`config.mk`:
```
export PLATFORM = sky130hd
export DESIGN_NAME = jedro_1_core
export DESIGN_NICKNAME = d
export VERILOG_FILES = /design/src/rtl/jedro_1_core.sv
export SDC_FILE = /design/constraint.sdc
export NUM_CORES = 1
export LEC_CHECK = 0
export BUFFER_PORTS_ARGS = -buffer_cell sky130_fd_sc_hd__buf_4
export CORE_MARGIN = 2
export CORE_UTILIZATION = 45
export CTS_CLUSTER_SIZE = 25
export DETAILED_ROUTE_END_ITERATION = 10
export GPL_TIMING_DRIVEN = 0
export PLACE_DENSITY = 0.92
export SLEW_MARGIN = 20
export SYNTH_ARGS = -nofsm -noshare
export SYNTH_HDL_FRONTEND = slang
export SYNTH_SLANG_ARGS = --single-unit
```
`constraint.sdc`:
```
create_clock -name clk_i -period 3.3 [get_ports clk_i]
set_input_delay 0.165 -clock clk_i [delete_from_list [all_inputs] [get_ports clk_i]]
set_output_delay 0.165 -clock clk_i [all_outputs]
set_load 0.005 [all_outputs]
```
`src/rtl/jedro_1_core.sv`:
```
// Minimal 3-stage in-order RV32I core (fetch, decode/execute, writeback).
// Integer ALU subset only (OP, OP-IMM, LUI); anything else halts the core.
package jedro_1_pkg;
  typedef enum logic [3:0] {
    ALU_ADD,
    ALU_SUB,
    ALU_SLL,
    ALU_SLT,
    ALU_SLTU,
    ALU_XOR,
    ALU_SRL,
    ALU_SRA,
    ALU_OR,
    ALU_AND,
    ALU_LUI
  } alu_op_e;

  localparam logic [6:0] OPC_OP     = 7'b0110011;
  localparam logic [6:0] OPC_OP_IMM = 7'b0010011;
  localparam logic [6:0] OPC_LUI    = 7'b0110111;
  localparam logic [6:0] F7_BASE    = 7'b0000000;
  localparam logic [6:0] F7_ALT     = 7'b0100000;
endpackage

module jedro_1_core_regfile #(
  parameter int DATA_WIDTH = 32
) (
  input  logic                  clk_i,
  input  logic                  rstn_i,
  input  logic                  i_we,
  input  logic [4:0]            i_waddr,
  input  logic [DATA_WIDTH-1:0] i_wdata,
  input  logic [4:0]            i_raddr_a,
  input  logic [4:0]            i_raddr_b,
  output logic [DATA_WIDTH-1:0] o_rdata_a,
  output logic [DATA_WIDTH-1:0] o_rdata_b
);
  logic [DATA_WIDTH-1:0] regfile [0:31];

  always_ff @(posedge clk_i or negedge rstn_i) begin
    if (!rstn_i) begin
      for (int i = 0; i < 32; i++) regfile[i] <= '0;
    end else if (i_we && (i_waddr != 5'd0)) begin
      regfile[i_waddr] <= i_wdata;
    end
  end

  assign o_rdata_a = (i_raddr_a == 5'd0) ? '0 : regfile[i_raddr_a];
  assign o_rdata_b = (i_raddr_b == 5'd0) ? '0 : regfile[i_raddr_b];
endmodule

module jedro_1_core_decoder #(
  parameter int DATA_WIDTH = 32
) (
  input  logic                  clk_i,
  input  logic                  rstn_i,
  input  logic                  i_valid,
  input  logic [31:0]           i_instr,
  output logic [4:0]            o_rs1,
  output logic [4:0]            o_rs2,
  output logic [4:0]            o_rd,
  output jedro_1_pkg::alu_op_e  o_alu_op,
  output logic                  o_use_imm,
  output logic [DATA_WIDTH-1:0] o_imm,
  output logic                  o_illegal,
  output logic                  illegal_instr_ro
);
  import jedro_1_pkg::*;

  logic [6:0] w_opcode;
  logic [2:0] w_f3;
  logic [6:0] w_f7;
  logic       w_bad;

  assign w_opcode = i_instr[6:0];
  assign w_f3     = i_instr[14:12];
  assign w_f7     = i_instr[31:25];
  assign o_rs1    = i_instr[19:15];
  assign o_rs2    = i_instr[24:20];
  assign o_rd     = i_instr[11:7];

  always_comb begin
    o_alu_op  = ALU_ADD;
    o_use_imm = 1'b0;
    o_imm     = {{(DATA_WIDTH-12){i_instr[31]}}, i_instr[31:20]};
    w_bad     = 1'b0;
    case (w_opcode)
      OPC_OP: begin
        if (w_f7 == F7_BASE) begin
          case (w_f3)
            3'd0: o_alu_op = ALU_ADD;
            3'd1: o_alu_op = ALU_SLL;
            3'd2: o_alu_op = ALU_SLT;
            3'd3: o_alu_op = ALU_SLTU;
            3'd4: o_alu_op = ALU_XOR;
            3'd5: o_alu_op = ALU_SRL;
            3'd6: o_alu_op = ALU_OR;
            3'd7: o_alu_op = ALU_AND;
          endcase
        end else if ((w_f7 == F7_ALT) && (w_f3 == 3'd0)) begin
          o_alu_op = ALU_SUB;
        end else if ((w_f7 == F7_ALT) && (w_f3 == 3'd5)) begin
          o_alu_op = ALU_SRA;
        end else begin
          w_bad = 1'b1;
        end
      end
      OPC_OP_IMM: begin
        o_use_imm = 1'b1;
        case (w_f3)
          3'd0: o_alu_op = ALU_ADD;
          3'd2: o_alu_op = ALU_SLT;
          3'd3: o_alu_op = ALU_SLTU;
          3'd4: o_alu_op = ALU_XOR;
          3'd6: o_alu_op = ALU_OR;
          3'd7: o_alu_op = ALU_AND;
          3'd1: begin
            o_alu_op = ALU_SLL;
            w_bad    = (w_f7 != F7_BASE);
          end
          3'd5: begin
            if (w_f7 == F7_BASE)     o_alu_op = ALU_SRL;
            else if (w_f7 == F7_ALT) o_alu_op = ALU_SRA;
            else                     w_bad    = 1'b1;
          end
        endcase
      end
      OPC_LUI: begin
        o_use_imm = 1'b1;
        o_alu_op  = ALU_LUI;
        o_imm     = {i_instr[31:12], 12'b0};
      end
      default: w_bad = 1'b1;
    endcase
  end

  assign o_illegal = i_valid & w_bad;

  always_ff @(posedge clk_i or negedge rstn_i) begin
    if (!rstn_i)        illegal_instr_ro <= 1'b0;
    else if (o_illegal) illegal_instr_ro <= 1'b1;
  end
endmodule

module jedro_1_core #(
  parameter int                    DATA_WIDTH = 32,
  parameter int                    ADDR_WIDTH = 32,
  parameter logic [ADDR_WIDTH-1:0] BOOT_ADDR  = '0
) (
  input  logic                  clk_i,
  input  logic                  rstn_i,
  output logic [ADDR_WIDTH-1:0] iram_addr,
  input  logic [31:0]           iram_rdata,
  output logic [3:0]            dram_we,
  output logic                  dram_stb,
  output logic [ADDR_WIDTH-1:0] dram_addr,
  output logic [DATA_WIDTH-1:0] dram_wdata,
  input  logic [DATA_WIDTH-1:0] dram_rdata,
  input  logic                  dram_ack,
  input  logic                  dram_err
);
  import jedro_1_pkg::*;

  logic [ADDR_WIDTH-1:0] r_pc;
  logic                  r_dec_valid;
  logic                  r_wb_valid;
  logic [4:0]            r_wb_rd;
  logic [DATA_WIDTH-1:0] r_wb_result;

  logic                  w_issue;
  logic [4:0]            w_rs1, w_rs2, w_rd;
  alu_op_e               w_alu_op;
  logic                  w_use_imm;
  logic [DATA_WIDTH-1:0] w_imm;
  logic                  w_dec_illegal;
  logic                  w_halted;
  logic [DATA_WIDTH-1:0] w_rf_a, w_rf_b;
  logic [DATA_WIDTH-1:0] w_op_a, w_op_b;
  logic [4:0]            w_shamt;
  logic [DATA_WIDTH-1:0] w_alu_res;
  logic                  w_unused_dram;

  assign w_issue = r_dec_valid & ~w_halted;

  jedro_1_core_decoder #(.DATA_WIDTH(DATA_WIDTH)) decoder_inst (
    .clk_i            (clk_i),
    .rstn_i           (rstn_i),
    .i_valid          (w_issue),
    .i_instr          (iram_rdata),
    .o_rs1            (w_rs1),
    .o_rs2            (w_rs2),
    .o_rd             (w_rd),
    .o_alu_op         (w_alu_op),
    .o_use_imm        (w_use_imm),
    .o_imm            (w_imm),
    .o_illegal        (w_dec_illegal),
    .illegal_instr_ro (w_halted)
  );

  jedro_1_core_regfile #(.DATA_WIDTH(DATA_WIDTH)) regfile_inst (
    .clk_i     (clk_i),
    .rstn_i    (rstn_i),
    .i_we      (r_wb_valid),
    .i_waddr   (r_wb_rd),
    .i_wdata   (r_wb_result),
    .i_raddr_a (w_rs1),
    .i_raddr_b (w_rs2),
    .o_rdata_a (w_rf_a),
    .o_rdata_b (w_rf_b)
  );

  // The writeback result lands in the regfile on this same edge, so forward it.
  assign w_op_a = (r_wb_valid && (r_wb_rd == w_rs1) && (w_rs1 != 5'd0)) ? r_wb_result : w_rf_a;
  assign w_op_b = w_use_imm ? w_imm :
                  (r_wb_valid && (r_wb_rd == w_rs2) && (w_rs2 != 5'd0)) ? r_wb_result : w_rf_b;
  assign w_shamt = w_op_b[4:0];

  always_comb begin
    w_alu_res = '0;
    case (w_alu_op)
      ALU_ADD:  w_alu_res = w_op_a + w_op_b;
      ALU_SUB:  w_alu_res = w_op_a - w_op_b;
      ALU_SLL:  w_alu_res = w_op_a << w_shamt;
      ALU_SLT:  w_alu_res = {{(DATA_WIDTH-1){1'b0}}, ($signed(w_op_a) < $signed(w_op_b))};
      ALU_SLTU: w_alu_res = {{(DATA_WIDTH-1){1'b0}}, (w_op_a < w_op_b)};
      ALU_XOR:  w_alu_res = w_op_a ^ w_op_b;
      ALU_SRL:  w_alu_res = w_op_a >> w_shamt;
      ALU_SRA:  w_alu_res = DATA_WIDTH'($signed(w_op_a) >>> w_shamt);
      ALU_OR:   w_alu_res = w_op_a | w_op_b;
      ALU_AND:  w_alu_res = w_op_a & w_op_b;
      ALU_LUI:  w_alu_res = w_op_b;
      default:  w_alu_res = '0;
    endcase
  end

  // PC stops on the same edge that latches the illegal flag.
  always_ff @(posedge clk_i or negedge rstn_i) begin
    if (!rstn_i) begin
      r_pc        <= BOOT_ADDR;
      r_dec_valid <= 1'b0;
      r_wb_valid  <= 1'b0;
      r_wb_rd     <= 5'd0;
      r_wb_result <= '0;
    end else begin
      r_dec_valid <= 1'b1;
      if (!(w_halted || w_dec_illegal)) r_pc <= r_pc + ADDR_WIDTH'(4);
      r_wb_valid  <= w_issue & ~w_dec_illegal;
      r_wb_rd     <= w_rd;
      r_wb_result <= w_alu_res;
    end
  end

  assign iram_addr  = r_pc;
  assign dram_we    = 4'b0000;
  assign dram_stb   = 1'b0;
  assign dram_addr  = '0;
  assign dram_wdata = '0;

  assign w_unused_dram = ^{dram_rdata, dram_ack, dram_err};
endmodule

```
==> results of run 1 <==
## worst max path at each step
stage                                      endpoint  cells past startpoint                                       from
after detailed placement  iram_addr[23]$_DFFE_PN0N_                      5                   iram_addr[2]$_DFFE_PN0N_
after floorplan            iram_addr[3]$_DFFE_PN0N_                      6  decoder_inst.illegal_instr_ro$_DFFE_PN0P_
final                     iram_addr[23]$_DFFE_PN0N_                      5                   iram_addr[4]$_DFFE_PN0N_
after global routing      iram_addr[23]$_DFFE_PN0N_                      5                   iram_addr[2]$_DFFE_PN0N_
after CTS                 iram_addr[23]$_DFFE_PN0N_                      5                   iram_addr[4]$_DFFE_PN0N_
after global placement     iram_addr[3]$_DFFE_PN0N_                      6  decoder_inst.illegal_instr_ro$_DFFE_PN0P_
## flip-flops by register name, indices dropped and copies added (netlist names)
signal and count:
decoder_inst.illegal_instr_ro 1, r_dec_valid 1, iram_addr 30
## layout make-up
class                           count  area (sq um)
Clock inverter                      2          35.0
Tap cell                           70          87.6
Clock buffer                        6          72.6
Multi-Input combinational cell    183          1200
Fill cell                         446          1900
Timing Repair Buffer               49           370
Sequential cell                    32           801
Inverter                            5          18.8
Buffer                             77           588
## layer usage
layer / share of wire, % / global-route usage [%] / vias up
met5: 0 / 0 / -
li1: - / - / 879
met4: 0.81 / 3.64 / 0
met2: 52 / 28.8 / 64
met1: 41 / 20.2 / 807
met3: 6.7 / 5.21 / 5
## stage by stage
stage / setup slack, ns / area, sq um
final: 1.35 / 3180
after global routing: 1.17 / 3180
after CTS: 1.34 / 3180
after detailed placement: 1.35 / 3060
after global placement: 1.43 / 3060
after floorplan: 1.59 / 2610
## cell usage after synthesis
cell type,n,area share [%]
a31oi_1,1,0.27
dfrtp_1,32,34
nand2_2,1,0.27
a41o_1,1,0.43
a41oi_1,1,0.37
nor4_2,15,8.0
nor4b_2,4,2.6
nor2_2,1,0.27
nor3_2,10,4.3
mux2_1,1,0.48
buf_2,2,0.43
inv_1,4,0.64
clkinv_1,1,0.16
nor4_4,1,0.91
buf_4,72,23
nor2_1,6,0.96
nand2_1,9,1.4
nand3_1,8,1.7
nor3_1,1,0.21
nor3b_2,1,0.53
and3_1,1,0.27
buf_8,1,0.64
conb_1,2,0.32
nand4_1,10,2.7
buf_6,2,0.96
ha_1,1,0.53
xnor2_1,3,1.1
or2_2,2,0.53
xor2_1,27,10
nor2b_1,1,0.27
o21ai_1,1,0.21
nand2b_1,2,0.53
nor4bb_1,1,0.43
or2b_4,1,0.48
## timing repair
item,4_1_cts,5_1_grt
hold endpoints to repair,32,0
hold buffers,1,0
buffers inserted,0,0
## report_power, final
part	internal [mW]	leakage [nW]	switching [mW]
Sequential	0.397	0.422	0.00564
Clock	0.224	0.0552	0.144
Combinational	0.0785	1.26	0.0558
## worst max-delay path, cell delays in order (launching register included)
cell and delay (ns):
dfrtp_1 0.42, nand3_1 0.17, nor4_2 0.67, nand4_1 0.19, nor4b_2 0.27, xor2_1 0.16
## kinds of logic after synthesis
group	after synthesis	share of synthesized area (%)
and+or+nand+nor	75	26.3
AOI/OAI and AO/OA	4	1.28
adders and majority gates	1	0.533
other	2	0.320
DFF	32	34.1
xor gates and xnor gates	30	11.2
buffers and inverters	82	25.8
muxes	1	0.479
==> key figures, run 1 <==
CTS
  – Clk root buf: clkbuf_8
  – Clk_lat worst skew: around 0.29 ns
  – Post-cts sizing count: 0
  – Reg clk slew, reported paths: approximately 0.070 ns
  – Clock sink total: 32
  – CTS tree: done
  – TritonCTS Buffers: 5
  – CTS Buffer Depth: 2
  – H-Tree Depth: 2

GRT
  – Largest net degree at the start of global routing: 33
  – Initial antenna violation count: 0
  – Grt ovf: 0
  – GR Util All Layers: between 10% and 20%
  – Vias in the first global route: between 1.5k and 2k
  – First-pass GRT wire length: about 7900 um

Timing
  – Slew Viols, Final: 0
  – Worst-margin pin slew: about 0.7 ns
  – Tcrit/Tclk final: between 50 and 60%
  – Max-slew headroom: 52.9%
  – RSZ-0062 raised after global routing: false
  – Worst hold-check slack: about 0.36 ns
  – Final setup violation count: 0
  – Final Hold Fails: 0
  – Highest clock rate: around 510 MHz
  – Setup tns final: 0 ns
  – Final min period: between 1.5 and 2 ns
  – Skew final: a little under 0.004 ns

Outcome
  – Outcome: completed

Setup path
  – Max Fanout on Critical Path: 5
  – Critical R2R Launch: iram_addr[4]$_DFFE_PN0N_
  – CP required: between 3 and 4 ns
  – Worst R2R Path Depth: 5
  – Critical path type: flop to flop
  – Reg2reg setup slack: 1.35 ns
  – Crit path DAT: 2.17 ns
  – Critical Path Source Type: flop
  – Reg-to-reg endpoint: iram_addr[23]$_DFFE_PN0N_
  – Worst Setup End Kind: flop

Logic synthesis
  – Seq/Total Area, Yosys: between 30% and 40%
  – Distinct cells, synth: 34
  – Ys Warns: 0
  – Mapped cell area: ~2300 sq um
  – Avg Inst Size Synth: roughly 10 sq um
  – Synthesized instance count: 227
  – FF+latch count, synth: 32

Final layout
  – Synth-to-Final Area Change: 35.3%
  – Commonest non-fill, non-tap cell in the layout: buf_4
  – Diodes inserted: 0
  – Nets@finish: between 400 and 500
  – Finished Core Util: a little over three fifths
  – Non-filler cells, final: ~420
  – Fraction of layout cells with a size suffix above 1: a little under half
  – Most frequent cells in the layout: buf_4, conb_1, dfrtp_1

Run
  – Max_cap viols: 0

Floorplan
  – Initial Utilization: a little under half
  – Die area: ~5800 sq um
  – Core Region: 5070 sq um
  – Cell Rows: 26
  – Die height: roughly 76 um
  – Die W: 76.2 um
  – I/O Pins: between 150 and 200

Drt
  – DRC viols: 0
  – 1st-pass router iterations: 4
  – Vias/cell: around 4.1
  – WL per Instance: 11.0 um
  – Detail Route Antenna Nets: 0
  – Wirelength, routed: 4690 um
  – Initial drt markers: roughly 100
  – Via count: 1755

Power
  – Leakage: ~1.7 nW
  – PwrDens: 285 nW/um^2
  – Peak VDD IR: about 0.28 mV
  – Overall power: 0.904 mW

Worst hold path
  – Hold Path Class: input pin to async pin

Placed design
  – # port buffers: 48
  – Dpl cells: a little over 400
  – Gpl congestion: 0.822
  – HPWL Detailed: 3630 um
Note: power is estimated with default switching activity, not from simulation.
==> run 2: changes to the inputs <==
CORE_UTILIZATION = 37   (was 45)
PLACE_DENSITY = 0.82   (was 0.92)
clock period = 1.6 ns   (was 3.3 ns; I/O delays follow)
==> key figures, run 2 (same netlist as run 1, synthesis figures left out) <==
Setup path
  – Worst R2R Path Depth: 7
  – Setup crit end: iram_addr[8]$_DFFE_PN0N_
  – Launch point of the worst path: decoder_inst.illegal_instr_ro$_DFFE_PN0P_
  – Crit path DAT: approximately 2.0 ns
  – Reg2reg setup slack: -0.23 ns
  – Reg-to-reg endpoint: iram_addr[8]$_DFFE_PN0N_
  – Critical R2R Launch: decoder_inst.illegal_instr_ro$_DFFE_PN0P_
  – Critical Path Source Type: flop
  – Worst Path Buf+Inv: 2
  – CP max stage delay: ~0.4 ns
  – Critical-path top delay cell: dfrtp_1
  – CP required: approximately 1.8 ns
  – Crit. path cell count: 7
  – Max Fanout on Critical Path: 6
  – Top Family by Delay on Critical Path: compound AO/OA/AOI/OAI gates
  – Critical path type: flop to flop
  – CP Cell Sequence: nor4bb_2 > a41oi_1 > a41o_2 > buf_8 > clkbuf_16 > nor3_4 > xor2_1
  – Worst Setup End Kind: flop

Floorplan
  – Die W: around 84 um
  – Die height: approximately 84 um
  – Initial Utilization: 37.6%
  – I/O Pins: 169
  – Cell Rows: 29
  – Die area: approximately 7000 sq um
  – Core Region: 6240 sq um

Final layout
  – Nets@finish: ~430
  – Max reg flops: 30
  – Synth-to-Final Area Change: 50.5%
  – Fraction of layout cells with a size suffix above 1: roughly half
  – Most frequent cells in the layout: buf_4, conb_1, dfrtp_1
  – Fin area: between 3000 and 4000 sq um
  – Commonest non-fill, non-tap cell in the layout: buf_4
  – Diodes inserted: 0
  – Fillers: ~560

Timing
  – Skew final: approximately 0.0056 ns
  – Worst Slack Setup Final: -0.230 ns
  – Highest clock rate: 547 MHz
  – Tcrit/Tclk final: 114%
  – Final min period: between 1.5 and 2 ns
  – Final setup violation count: 30
  – RSZ-0062 raised after global routing: true
  – Final Hold Fails: 0
  – Setup tns final: -5.10 ns
  – Slew Viols, Final: 0

Drt
  – Via count: approximately 1.8k
  – Wirelength, routed: between 5000 and 6000 um
  – Detail Route Antenna Nets: 0
  – WL per Instance: 11.5 um
  – 1st-pass router iterations: 4
  – Vias/cell: 4.08
  – Initial drt markers: 75
  – DRC viols: 0

Placed design
  – Gpl congestion: a little over 0.8
  – # port buffers: between 40 and 50
  – DP Worst Slack: -0.302 ns
  – HPWL Detailed: 3590 um
  – Placed Area: just over 3000 sq um

CTS
  – CTS Buffer Depth: 2
  – H-Tree Depth: 2
  – Reg clk slew, reported paths: 0.07 ns
  – Clock sink total: 32
  – Clk_lat worst skew: between 0.2 and 0.3 ns
  – TritonCTS Buffers: 5
  – CTS tree: done
  – Clk root buf: clkbuf_8

Worst hold path
  – Hold Path Class: input pin to async pin

GRT
  – Vias in the first global route: about 1.7k
  – Grt ovf: 0
  – Initial antenna violation count: 0
  – First-pass GRT wire length: 8020 um
  – GR Util All Layers: 14.1%
  – Largest net degree at the start of global routing: 33

Run
  – Max_cap viols: 0

Power
  – Peak VDD IR: ~0.52 mV
  – Leakage: roughly 1.9 nW
  – Overall power: 1.78 mW
  – PwrDens: between 500 and 600 nW/um^2

Outcome
  – Violated checks: setup timing
  – Outcome: finished with violations
[run 2: how the worst min path moves through the flow]
stage	startpoint	endpoint	cells past startpoint
6_report	rstn_i	iram_addr[25]$_DFFE_PN0N_	2
5_1_grt	rstn_i	iram_addr[13]$_DFFE_PN0N_	2
4_1_cts	rstn_i	iram_addr[13]$_DFFE_PN0N_	2
3_5_place_dp	rstn_i	iram_addr[8]$_DFFE_PN0N_	1
3_3_place_gp	rstn_i	iram_addr[8]$_DFFE_PN0N_	1
2_1_floorplan	rstn_i	decoder_inst.illegal_instr_ro$_DFFE_PN0P_	0
[run 2: routing by layer]
metal | share of wire, % | GRT usage (%) | vias up | wire [um]
li1 | - | - | 904 | -
met1 | 38 | 15.9 | 811 | 1930
met2 | 52 | 24.2 | 68 | 2640
met3 | 7.6 | 5.04 | 12 | 383
met4 | 2.0 | 5.87 | 0 | 101
met5 | 0 | 0 | - | 0
[run 2: cell type report]
type                    instances  area [sq um]  area share, %
plain buffers                  77           607           17.2
clock buffers                   7          86.3           2.44
clock inverters                 1          7.51          0.212
inverters                       5          18.8          0.531
multi-input cells             183          1460           41.2
flip-flops and latches         32           805           22.8
well taps                      77          96.3           2.73
repair buffers                 58           459           13.0
[run 2: stage by stage]
| stage | utilization (%) | hold WS [ns] | cells |
|---|---|---|---|
| after floorplan | - | -0.216 | 297 |
| after global placement | 49.9 | 0.0349 | 422 |
| after detailed placement | 49.9 | 0.0442 | 422 |
| after CTS | 53.1 | 0.261 | 434 |
| after global routing | 56.6 | 0.300 | 440 |
| final | 56.6 | 0.270 | 440 |
[run 2: worst reg2reg max path: stages (launching register included)]
cell and delay [ns]:
dfrtp_1 0.39, nor4bb_2 0.27, a41oi_1 0.15, a41o_2 0.30, buf_8 0.17, clkbuf_16 0.17, nor3_4 0.16, xor2_1 0.15
[run 2: power breakdown]
| part | internal (mW) | switching (mW) | total [mW] |
|---|---|---|---|
| Combinational | 0.165 | 0.124 | 0.288 |
| Sequential | 0.819 | 0.0121 | 0.831 |
| Clock | 0.349 | 0.314 | 0.663 |
| Total | 1.33 | 0.450 | 1.78 |
[run 2: what timing repair did]
action                                  CTS  global route
hold buffers                              1             0
endpoints found under the setup margin   29            31
gates cloned                              1             1
gates resized for setup                  12            28
pin swaps                                 2            22
buffers inserted                          2             5
endpoints found under the hold margin    32             0
==> run 3: changes to the inputs <==
ABC_AREA = 1   (was not set)
CORE_ASPECT_RATIO = 1.1   (was not set)
CORE_UTILIZATION = 40   (was 37)
PLACE_DENSITY = 0.83   (was 0.82)
==> key figures, run 3 <==
Setup path
  – CP Cell Sequence: nand2_1 > nor2_2 > nand2_2 > nor3_4 > nand2_1 > nand2_1 > nand2_1 > nand3_1 > nand2_1
  – CP max stage delay: around 0.43 ns
  – Reg-to-reg endpoint: iram_addr[31]$_DFFE_PN0N_
  – Worst Path Buf+Inv: 0
  – Top Family by Delay on Critical Path: simple AND/OR/NAND/NOR gates
  – Critical-path top delay cell: dfrtp_1
  – Worst R2R Path Depth: 9
  – Critical Path Source Type: flop
  – CP required: between 1.5 and 2 ns
  – Crit path DAT: about 1.7 ns
  – Critical R2R Launch: iram_addr[12]$_DFFE_PN0N_
  – Critical path type: flop to flop
  – Most frequent CP cell: nand2_1
  – Reg2reg setup slack: approximately 0.04 ns
  – Max Fanout on Critical Path: 3
  – Worst Setup End Kind: flop

Final layout
  – Synth-to-Final Area Change: 38.8%
  – Most frequent cells in the layout: nand2_1, buf_4, conb_1
  – Max reg flops: 30
  – Diodes inserted: 0
  – Fraction of layout cells with a size suffix above 1: a little over a third
  – Nets@finish: 624
  – Non-filler cells, final: 640

Floorplan
  – Initial Utilization: 40.7%
  – Cell Rows: 32
  – Core Region: approximately 7000 sq um
  – Die area: approximately 7700 sq um
  – Die W: 83.8 um
  – Die height: 91.8 um
  – I/O Pins: approximately 170

Timing
  – Setup tns final: 0 ns
  – Max-slew headroom: around 60%
  – Slew Viols, Final: 0
  – Final setup violation count: 0
  – Final Hold Fails: 0
  – Worst-margin pin slew: approximately 0.6 ns
  – Final min period: approximately 1.6 ns
  – Highest clock rate: ~640 MHz
  – Skew final: 0.00922 ns
  – Worst hold-check slack: approximately 0.28 ns
  – Tcrit/Tclk final: 97.5%
  – RSZ-0062 raised after global routing: true

GRT
  – Grt ovf: 0
  – Vias in the first global route: about 2.6k
  – Initial antenna violation count: 0
  – Largest net degree at the start of global routing: 33
  – First-pass GRT wire length: about 12000 um
  – GR Util All Layers: between 10% and 20%

Logic synthesis
  – Synth top area share: between 20% and 30%
  – Ys Warns: 0
  – Main synth FF type: dfrtp_1
  – Area leader, netlist: dfrtp_1
  – Avg Inst Size Synth: 6.75 sq um
  – FF+latch count, synth: 32
  – Mapped cell area: roughly 2800 sq um
  – Distinct cells, synth: 24
  – Seq/Total Area, Yosys: between 20% and 30%
  – Fraction of registers with async set/reset: 100%
  – Synthesized instance count: roughly 420
  – Post-synth EDFFs: 0
  – Top cells by area, synth: dfrtp_1, buf_4, nand2_1, nand3_1, nor2_1
  – Most common cell in the netlist: nand2_1
  – Synth top cells by count: nand2_1, buf_4, nand3_1

Drt
  – Detail Route Antenna Nets: 0
  – Wirelength, routed: roughly 7300 um
  – 1st-pass router iterations: 4
  – Vias/cell: approximately 4.3
  – Via count: about 2.8k
  – WL per Instance: ~11 um
  – DRC viols: 0
  – Initial drt markers: between 50 and 60

CTS
  – H-Tree Depth: 2
  – Reg clk slew, reported paths: approximately 0.070 ns
  – CTS tree: done
  – Clk root buf: clkbuf_8
  – TritonCTS Buffers: 5
  – Clk_lat worst skew: around 0.29 ns
  – Clock sink total: 32
  – CTS Buffer Depth: 2

Placed design
  – Gpl congestion: roughly 0.9
  – # port buffers: 48
  – Dpl cells: about 620
  – HPWL Detailed: approximately 5700 um

Power
  – Logic pwr share: roughly 15%
  – Switching Power: between 0.4 and 0.5 mW
  – Leakage: 2.19 nW
  – Internal cell power: 1.34 mW
  – Seq pwr share: 46.1%
  – Clk pwr share: 39.1%
  – Sw Ratio: a little under a quarter
  – Peak VDD IR: between 0.2 and 0.3 mV
  – PwrDens: 452 nW/um^2

Outcome
  – Outcome: completed

Run
  – Max_cap viols: 0

Worst hold path
  – Hold Path Class: input pin to async pin
run 3: cell count changes after synthesis, moves of 3 or more:
cell      previous run  this run
nand2_2              1         4
nor2_1               6        38
inv_1                4        26
nand3_1              8        41
nand4_1             10         1
nor3_2              10         5
nand2_1              9       142
nor4b_2              4         0
nor3_1               1         8
xor2_1              27        14
nor2_2               1         6
nand3b_1             0         4
nor4_2              15         0
buf_2                2         5
run 3: through the flow:
step / area [sq um] / power [mW] / utilization (%) / setup slack (ns)
6_report: 3890 / 1.76 / 56.5 / 0.0405
5_1_grt: 3890 / 1.84 / 56.5 / -0.0431
4_1_cts: 3710 / 1.77 / 53.9 / 0.0206
3_5_place_dp: 3530 / 1.08 / 51.3 / -0.159
3_3_place_gp: 3530 / 1.07 / 51.3 / -0.176
2_1_floorplan: 3060 / 1.02 / - / 0.0648
run 3: cell families (layout without fill, tap and decap cells):
group	after synthesis	count (layout)	synth area share [%]
flip-flops	32	32	28.6
buffers and inverters	108	178	24.6
adder cells (fa/ha/maj)	1	1	0.447
AND/OR/NAND/NOR	253	253	40.2
other	2	72	0.268
XOR/XNOR	19	19	5.94
run 3: per-layer routing:
metal	vias to the layer above	GRT usage [%]	wire length, um
li1	1418	-	-
met1	1249	21.4	2960
met2	75	34.1	3790
met3	14	4.32	439
met4	0	7.93	154
met5	-	0	0
run 3: final cells by class:
| class | count | area [sq um] |
|---|---|---|
| sequential | 32 | 812 |
| buffer | 80 | 584 |
| inverter | 28 | 105 |
| clock buffer | 7 | 96.3 |
| fill | 670 | 3000 |
| multi-input combinational | 345 | 1710 |
| timing repair buffer | 63 | 479 |
| tap | 85 | 106 |
run 3: power by group through the flow:
stage | Combinational [mW] | Sequential (mW) | Clock [mW]
floorplan | 0.193 | 0.826 | 0
global placement | 0.249 | 0.826 | 0
detailed placement | 0.252 | 0.826 | 0
CTS | 0.254 | 0.810 | 0.704
global route | 0.291 | 0.810 | 0.737
finish | 0.261 | 0.810 | 0.688
run 3: worst reg2reg max path: cells and delay by family (launching register included):
family           cells  cell delay, ns
and+or+nand+nor      9            1.01
DFF                  1            0.43
run 3: timing repair:
item / 4_1_cts / 5_1_grt
pin swaps: 1 / 8
endpoints found under the setup margin: 10 / 20
resized for setup: 7 / 36
gates cloned: 0 / 0
endpoints found under the hold margin: 32 / 0
hold buffers: 1 / 0
setup buffers: 7 / 7
run 3: how the worst max path moves through the flow:
stage / start / end / slack (ns) / depth (start not counted)
after floorplan: iram_addr[2]$_DFFE_PN0N_ / iram_addr[18]$_DFFE_PN0N_ / 0.06 / 7
after global placement: iram_addr[2]$_DFFE_PN0N_ / iram_addr[18]$_DFFE_PN0N_ / -0.18 / 7
after detailed placement: iram_addr[2]$_DFFE_PN0N_ / iram_addr[16]$_DFFE_PN0N_ / -0.16 / 7
after CTS: iram_addr[11]$_DFFE_PN0N_ / iram_addr[31]$_DFFE_PN0N_ / 0.02 / 9
after global routing: iram_addr[12]$_DFFE_PN0N_ / iram_addr[31]$_DFFE_PN0N_ / -0.04 / 9
final: iram_addr[12]$_DFFE_PN0N_ / iram_addr[31]$_DFFE_PN0N_ / 0.04 / 9
